**config.mk**
```make
export PLATFORM = sky130hd
export DESIGN_NAME = phy_led_drive
export DESIGN_NICKNAME = d
export VERILOG_FILES = /design/src/rtl/led_pkg.sv /design/src/rtl/led_sig_debounce.sv /design/src/rtl/phy_led_drive.sv
export SDC_FILE = /design/constraint.sdc
export NUM_CORES = 1
export LEC_CHECK = 0
export BUFFER_PORTS_ARGS = -buffer_cell sky130_fd_sc_hd__buf_2
export CAP_MARGIN = 25
export CORE_MARGIN = 5
export CORE_UTILIZATION = 60
export CTS_CLUSTER_SIZE = 40
export DETAILED_ROUTE_END_ITERATION = 16
export HOLD_SLACK_MARGIN = 0.06
export PLACE_DENSITY = 0.78
export RECOVER_POWER = 25
export SYNTH_ARGS = -nofsm -noshare
export SYNTH_HDL_FRONTEND = slang
export SYNTH_SLANG_ARGS = --single-unit
```
**constraint.sdc**
```tcl
create_clock -name clk -period 2.7 [get_ports clk]
set_clock_uncertainty 0.1 [all_clocks]
set_input_delay 0.54 -clock clk [delete_from_list [all_inputs] [get_ports clk]]
set_output_delay 0.54 -clock clk [all_outputs]
set_load 0.02 [all_outputs]
```
**src/rtl/led_pkg.sv**
```systemverilog
// Shared types and constants for the port LED drive/receive paths.
// Latency: n/a (package only); no backpressure.
package led_pkg;

  typedef enum logic [1:0] {
    ST_IDLE = 2'd0,
    ST_ON   = 2'd1,
    ST_OFF  = 2'd2
  } act_state_e;

  // Defaults assume a 50 MHz core clock: 50 ms blink phases, 10 ms link debounce.
  localparam int unsigned DEF_BLINK_ON_CYC  = 2500000;
  localparam int unsigned DEF_BLINK_OFF_CYC = 2500000;
  localparam int unsigned DEF_LINK_DEB_CYC  = 500000;

  function automatic int unsigned max2(input int unsigned a, input int unsigned b);
    return (a > b) ? a : b;
  endfunction

  function automatic int unsigned cnt_width(input int unsigned max_val);
    return $clog2(max_val + 1);
  endfunction

endpackage

```
**src/rtl/led_sig_debounce.sv**
```systemverilog
// Stable-for-N filter: dout follows din once din has differed from dout for N consecutive cycles.
// Latency: N cycles from a stable change to dout; no backpressure.
module led_sig_debounce
  import led_pkg::*;
#(
  parameter int unsigned N = DEF_LINK_DEB_CYC
) (
  input  logic clk,
  input  logic rst_n,
  input  logic din,
  output logic dout
);

  localparam int unsigned W = cnt_width(N);
  localparam logic [W-1:0] LAST = W'(N - 1);

  logic [W-1:0] cnt_q, cnt_d;
  logic         dout_q, dout_d;

  // Counter holds how many cycles din has already disagreed; any agreement restarts it.
  always_comb begin
    cnt_d  = '0;
    dout_d = dout_q;
    if (din != dout_q) begin
      if (cnt_q == LAST) dout_d = din;
      else               cnt_d  = cnt_q + W'(1);
    end
  end

  always_ff @(posedge clk or negedge rst_n) begin
    if (!rst_n) begin
      cnt_q  <= '0;
      dout_q <= 1'b0;
    end else begin
      cnt_q  <= cnt_d;
      dout_q <= dout_d;
    end
  end

  assign dout = dout_q;

endmodule

```
**src/rtl/phy_led_drive.sv**
```systemverilog
// PHY-style LED pin generator: debounced active-low link LED and blink-per-traffic activity LED.
// Latency: blink starts 1 cycle after an event, link LED follows LINK_DEB_CYC cycles after a stable change; no backpressure.
module phy_led_drive
  import led_pkg::*;
#(
  parameter int unsigned BLINK_ON_CYC  = DEF_BLINK_ON_CYC,
  parameter int unsigned BLINK_OFF_CYC = DEF_BLINK_OFF_CYC,
  parameter int unsigned LINK_DEB_CYC  = DEF_LINK_DEB_CYC
) (
  input  logic clk,
  input  logic rst_n,
  input  logic c_done,
  input  logic link_up,
  input  logic rx_ok,
  input  logic tx_ok,
  output logic led1,
  output logic led2_n,
  output logic link_shown,
  output logic blink_busy
);

  localparam int unsigned CW = cnt_width(max2(BLINK_ON_CYC, BLINK_OFF_CYC));
  localparam logic [CW-1:0] ON_LOAD  = CW'(BLINK_ON_CYC - 1);
  localparam logic [CW-1:0] OFF_LOAD = CW'(BLINK_OFF_CYC - 1);

  act_state_e    state_q, state_d;
  logic [CW-1:0] cnt_q, cnt_d;
  logic          pend_q, pend_d;
  logic          led1_q, led1_d;
  logic          busy_q, busy_d;
  logic          c_done_q;
  logic          link_shown_q;
  logic          ev;

  led_sig_debounce #(.N(LINK_DEB_CYC)) u_link_deb (
    .clk   (clk),
    .rst_n (rst_n),
    .din   (link_up),
    .dout  (link_shown_q)
  );

  assign ev = (rx_ok | tx_ok) & link_shown_q & c_done;

  always_ff @(posedge clk or negedge rst_n) begin
    if (!rst_n) begin
      state_q  <= ST_IDLE;
      cnt_q    <= '0;
      pend_q   <= 1'b0;
      led1_q   <= 1'b0;
      busy_q   <= 1'b0;
      c_done_q <= 1'b0;
    end else begin
      state_q  <= state_d;
      cnt_q    <= cnt_d;
      pend_q   <= pend_d;
      led1_q   <= led1_d;
      busy_q   <= busy_d;
      c_done_q <= c_done;
    end
  end

  // An event on the last OFF cycle counts as pending, so blinks chain back-to-back.
  always_comb begin
    state_d = state_q;
    cnt_d   = cnt_q;
    pend_d  = pend_q;
    if (!c_done || !link_shown_q) begin
      state_d = ST_IDLE;
      cnt_d   = '0;
      pend_d  = 1'b0;
    end else begin
      unique case (state_q)
        ST_IDLE: begin
          if (ev) begin
            state_d = ST_ON;
            cnt_d   = ON_LOAD;
          end
        end
        ST_ON: begin
          if (ev) pend_d = 1'b1;
          if (cnt_q == '0) begin
            state_d = ST_OFF;
            cnt_d   = OFF_LOAD;
          end else begin
            cnt_d = cnt_q - CW'(1);
          end
        end
        ST_OFF: begin
          if (cnt_q == '0) begin
            if (pend_q || ev) begin
              state_d = ST_ON;
              cnt_d   = ON_LOAD;
              pend_d  = 1'b0;
            end else begin
              state_d = ST_IDLE;
            end
          end else begin
            cnt_d = cnt_q - CW'(1);
            if (ev) pend_d = 1'b1;
          end
        end
        default: begin
          state_d = ST_IDLE;
          cnt_d   = '0;
          pend_d  = 1'b0;
        end
      endcase
    end
  end

  always_comb begin
    led1_d = (state_d == ST_ON);
    busy_d = (state_d != ST_IDLE);
  end

  assign led1       = led1_q;
  assign blink_busy = busy_q;
  assign link_shown = link_shown_q;
  // Both terms are flops, so the pin has no path from any input.
  assign led2_n     = ~(link_shown_q & c_done_q);

endmodule

```
==> impl_metrics.py <==
metrics = {
    "global_route": {
        "antenna_found_initial": 0,
        "grt_use_total_pct": 21.5,
        "grt_pass1_wl_um": 10700,
        "grt_pass1_vias": 2275,
        "grt_overflow": 0,
        "grt_start_max_net_pins": 33,
    },
    "clock_tree": {
        "post_cts_resize_count": 0,
        "ctsHoldBuffers": 1,
        "numCtsBuffers": 5,
        "clockBufferDepth": 2,
        "cts_tree": "built",
        "worstSkewPairLatency_ns": 0.30,
        "post_cts_buffers": 0,
        "ctsHtreeMaxLevel": 2,
        "cts_root_buf": "clkbuf_8",
        "clk_pin_slew_ns": 0.09,
        "clock-sinks": 48,
    },
    "routing": {
        "num_vias": 2344,
        "drt-initial-drc-count": 201,
        "wl_per_cell_um": 16.3,
        "first_pass_iters": 4,
        "drc": 0,
        "drt-total-wl_um": 6080,
        "routed_via_density": 6.30,
        "ant_nets": 0,
    },
    "sta": {
        "setup_tns_ns": 0,
        "rsz0062_at_grt": "false",
        "fin_crit_sh_pct": 88.3,
        "tightest_slew_ns": 0.906,
        "final-hold-violation-count": 0,
        "maxSlewViolCount": 0,
        "clock.fmax_mhz": 419,
        "relSlewSlack_pct": 39.6,
        "period_needed_ns": 2.39,
        "setup_ws_ns": 0.315,
        "setup_violations": 0,
    },
    "worst_setup_path": {
        "cp.required_ns": 2.79,
        "crit_type": "reg -> reg",
        "path_max_fanout": 11,
        "end_kind": "flop",
        "worst_setup_path_start_kind": "flop",
        "arrival_ns": 2.47,
    },
    "die": {
        "num_io_pins": 10,
        "die_y_um": 78.9,
        "die_x_um": 78.9,
        "num_rows": 25,
        "start_util_pct": 61.0,
        "floorplan.die_area_mm2": 0.00622,
        "core_mm2": 0.00466,
    },
    "status": {
        "outcome": "finished, final reports clean",
    },
    "yosys": {
        "synth.avg_cell_area_um2": 9.39,
        "netlist_instances": 303,
        "netlist_area_mm2": 0.00285,
        "synth_top_family_by_area": "simple AND/OR/NAND/NOR gates",
        "synth_flop_cell": "dfrtp_1",
        "muxShareOfSynthArea_pct": 0.396,
        "synth-simple-area-share_pct": 23.0,
        "ys_seq_area_share_pct": 42.2,
        "synth_adder_area_share_pct": 3.08,
        "syn-num-nets": 316,
        "ys_types": 55,
        "ys_ff_latch": 48,
        "synthXorXnorAreaFrac_pct": 5.54,
        "yosys_warnings": 0,
        "synth-edff-count": 0,
        "synth_compound_area_share_pct": 21.1,
        "async_flop_share_pct": 100,
    },
    "finish": {
        "nNetsFinal": 330,
        "final_cell_mix": "dfrtp_1, nor2_1, nand2_1, a31oi_1, a21oi_1",
        "final_common_cell": "dfrtp_1",
        "syn2layout_area_growth_pct": 6.33,
        "diodes": 0,
        "drive_above_1_share_pct": 10.1,
    },
    "min_path": {
        "hp-class": "in -> reg",
    },
    "placement": {
        "dp_hpwl_um": 4480,
        "gp_congestion": 0.852,
        "portBuffers": 9,
        "place_ws_ns": 0.334,
    },
    "pwr": {
        "powerDensity_mw_per_mm2": 395,
        "p_leak_nw": 1.30,
        "peakVddDrop_mv": 0.253,
    },
    "run": {
        "max_cap_viol_count": 0,
    },
}
## per-layer routing
metal / global-route usage (%) / vias to the layer above / routed length (µm)
met5: 0 / - / 0
met4: 5.67 / 0 / 68
met3: 3.40 / 10 / 245
met2: 35.2 / 59 / 2910
met1: 29.8 / 1111 / 2860
li1: - / 1164 / -
## critical path, cell delays in order, from the launching register on
cell and delay, ns:
dfrtp_1 0.43, nor4_1 0.39, and4b_1 0.49, a41o_4 0.33
nand2_4 0.13, a221o_2 0.40
## logic make-up (layout without fill, tap and decap cells)
kind of cell               Yosys count  count (layout)
and+or+nand+nor                    126             126
AOI/OAI and AO/OA                   80              80
DFF                                 48              48
buffers and inverters               23              38
xor gates and xnor gates            18              18
adders and majority gates            7               7
muxes                                1               1
## state kept, by name, summed over array words and instances (netlist names)
signal,flops
state_q,2
led1,1
u_link_deb.dout,1
cnt_q,22
blink_busy,1
pend_q,1
u_link_deb.cnt_q,19
c_done_q,1
## Yosys cell counts, types with 4 or more instances
| cell | n | area [µm²] |
|---|---|---|
| a211oi_1 | 4 | 30.0 |
| a21oi_1 | 16 | 80.1 |
| a2bb2oi_1 | 6 | 52.6 |
| a31oi_1 | 21 | 131 |
| buf_2 | 4 | 20.0 |
| buf_6 | 4 | 45.0 |
| dfrtp_1 | 48 | 1200 |
| ha_1 | 7 | 87.6 |
| inv_1 | 13 | 48.8 |
| nand2_1 | 26 | 97.6 |
| nand3_1 | 13 | 65.1 |
| nand4_1 | 7 | 43.8 |
| nor2_1 | 36 | 135 |
| nor3_1 | 11 | 55.1 |
| nor4_1 | 6 | 37.5 |
| nor4b_1 | 4 | 35.0 |
| o21ai_0 | 5 | 25.0 |
| o22ai_1 | 4 | 25.0 |
| xnor2_1 | 11 | 96.3 |
| xor2_1 | 7 | 61.3 |
## area by class of cell
cell class | instances | area (µm²)
Timing Repair Buffer | 17 | 101
Clock buffer | 7 | 86.3
Inverter | 13 | 48.8
Multi-Input combinational cell | 232 | 1510
Tap cell | 54 | 67.6
Sequential cell | 48 | 1200
Clock inverter | 1 | 7.51
Fill cell | 392 | 1640
## final timing paths
path / from / to / slack [ns] / depth (start not counted)
min in group asynchronous: rst_n / c_done_q / 0.78 / 2
worst max register to register: cnt_q[12] / cnt_q[0] / 0.31 / 5
worst max-delay path: cnt_q[12] / cnt_q[0] / 0.31 / 5
worst min-delay path: c_done / c_done_q / 0.28 / 1
worst min register to register: u_link_deb.cnt_q[0] / u_link_deb.cnt_q[0] / 0.37 / 1
max in group asynchronous: rst_n / cnt_q[2] / 0.79 / 3
## power breakdown
group,switching [mW],leakage (nW),total [mW],internal [mW]
Clock,0.229,0.0445,0.437,0.208
Combinational,0.0228,0.585,0.0315,0.00866
Sequential,0.00315,0.666,0.726,0.723
## stage by stage
stage | hold WS (ns) | instances | total power, mW | utilization, % | cell area (µm²)
after global placement | 0.352 | 363 | 0.771 | 62.8 | 2930
after CTS | 0.260 | 372 | 1.21 | 65.0 | 3030
after detailed placement | 0.361 | 363 | 0.772 | 62.8 | 2930
after global routing | 0.281 | 372 | 1.26 | 64.9 | 3030
after floorplan | 0.144 | 303 | 0.751 | - | 2850
final | 0.279 | 372 | 1.19 | 64.9 | 3030
No activity file was read; power rests on OpenSTA's default activity.
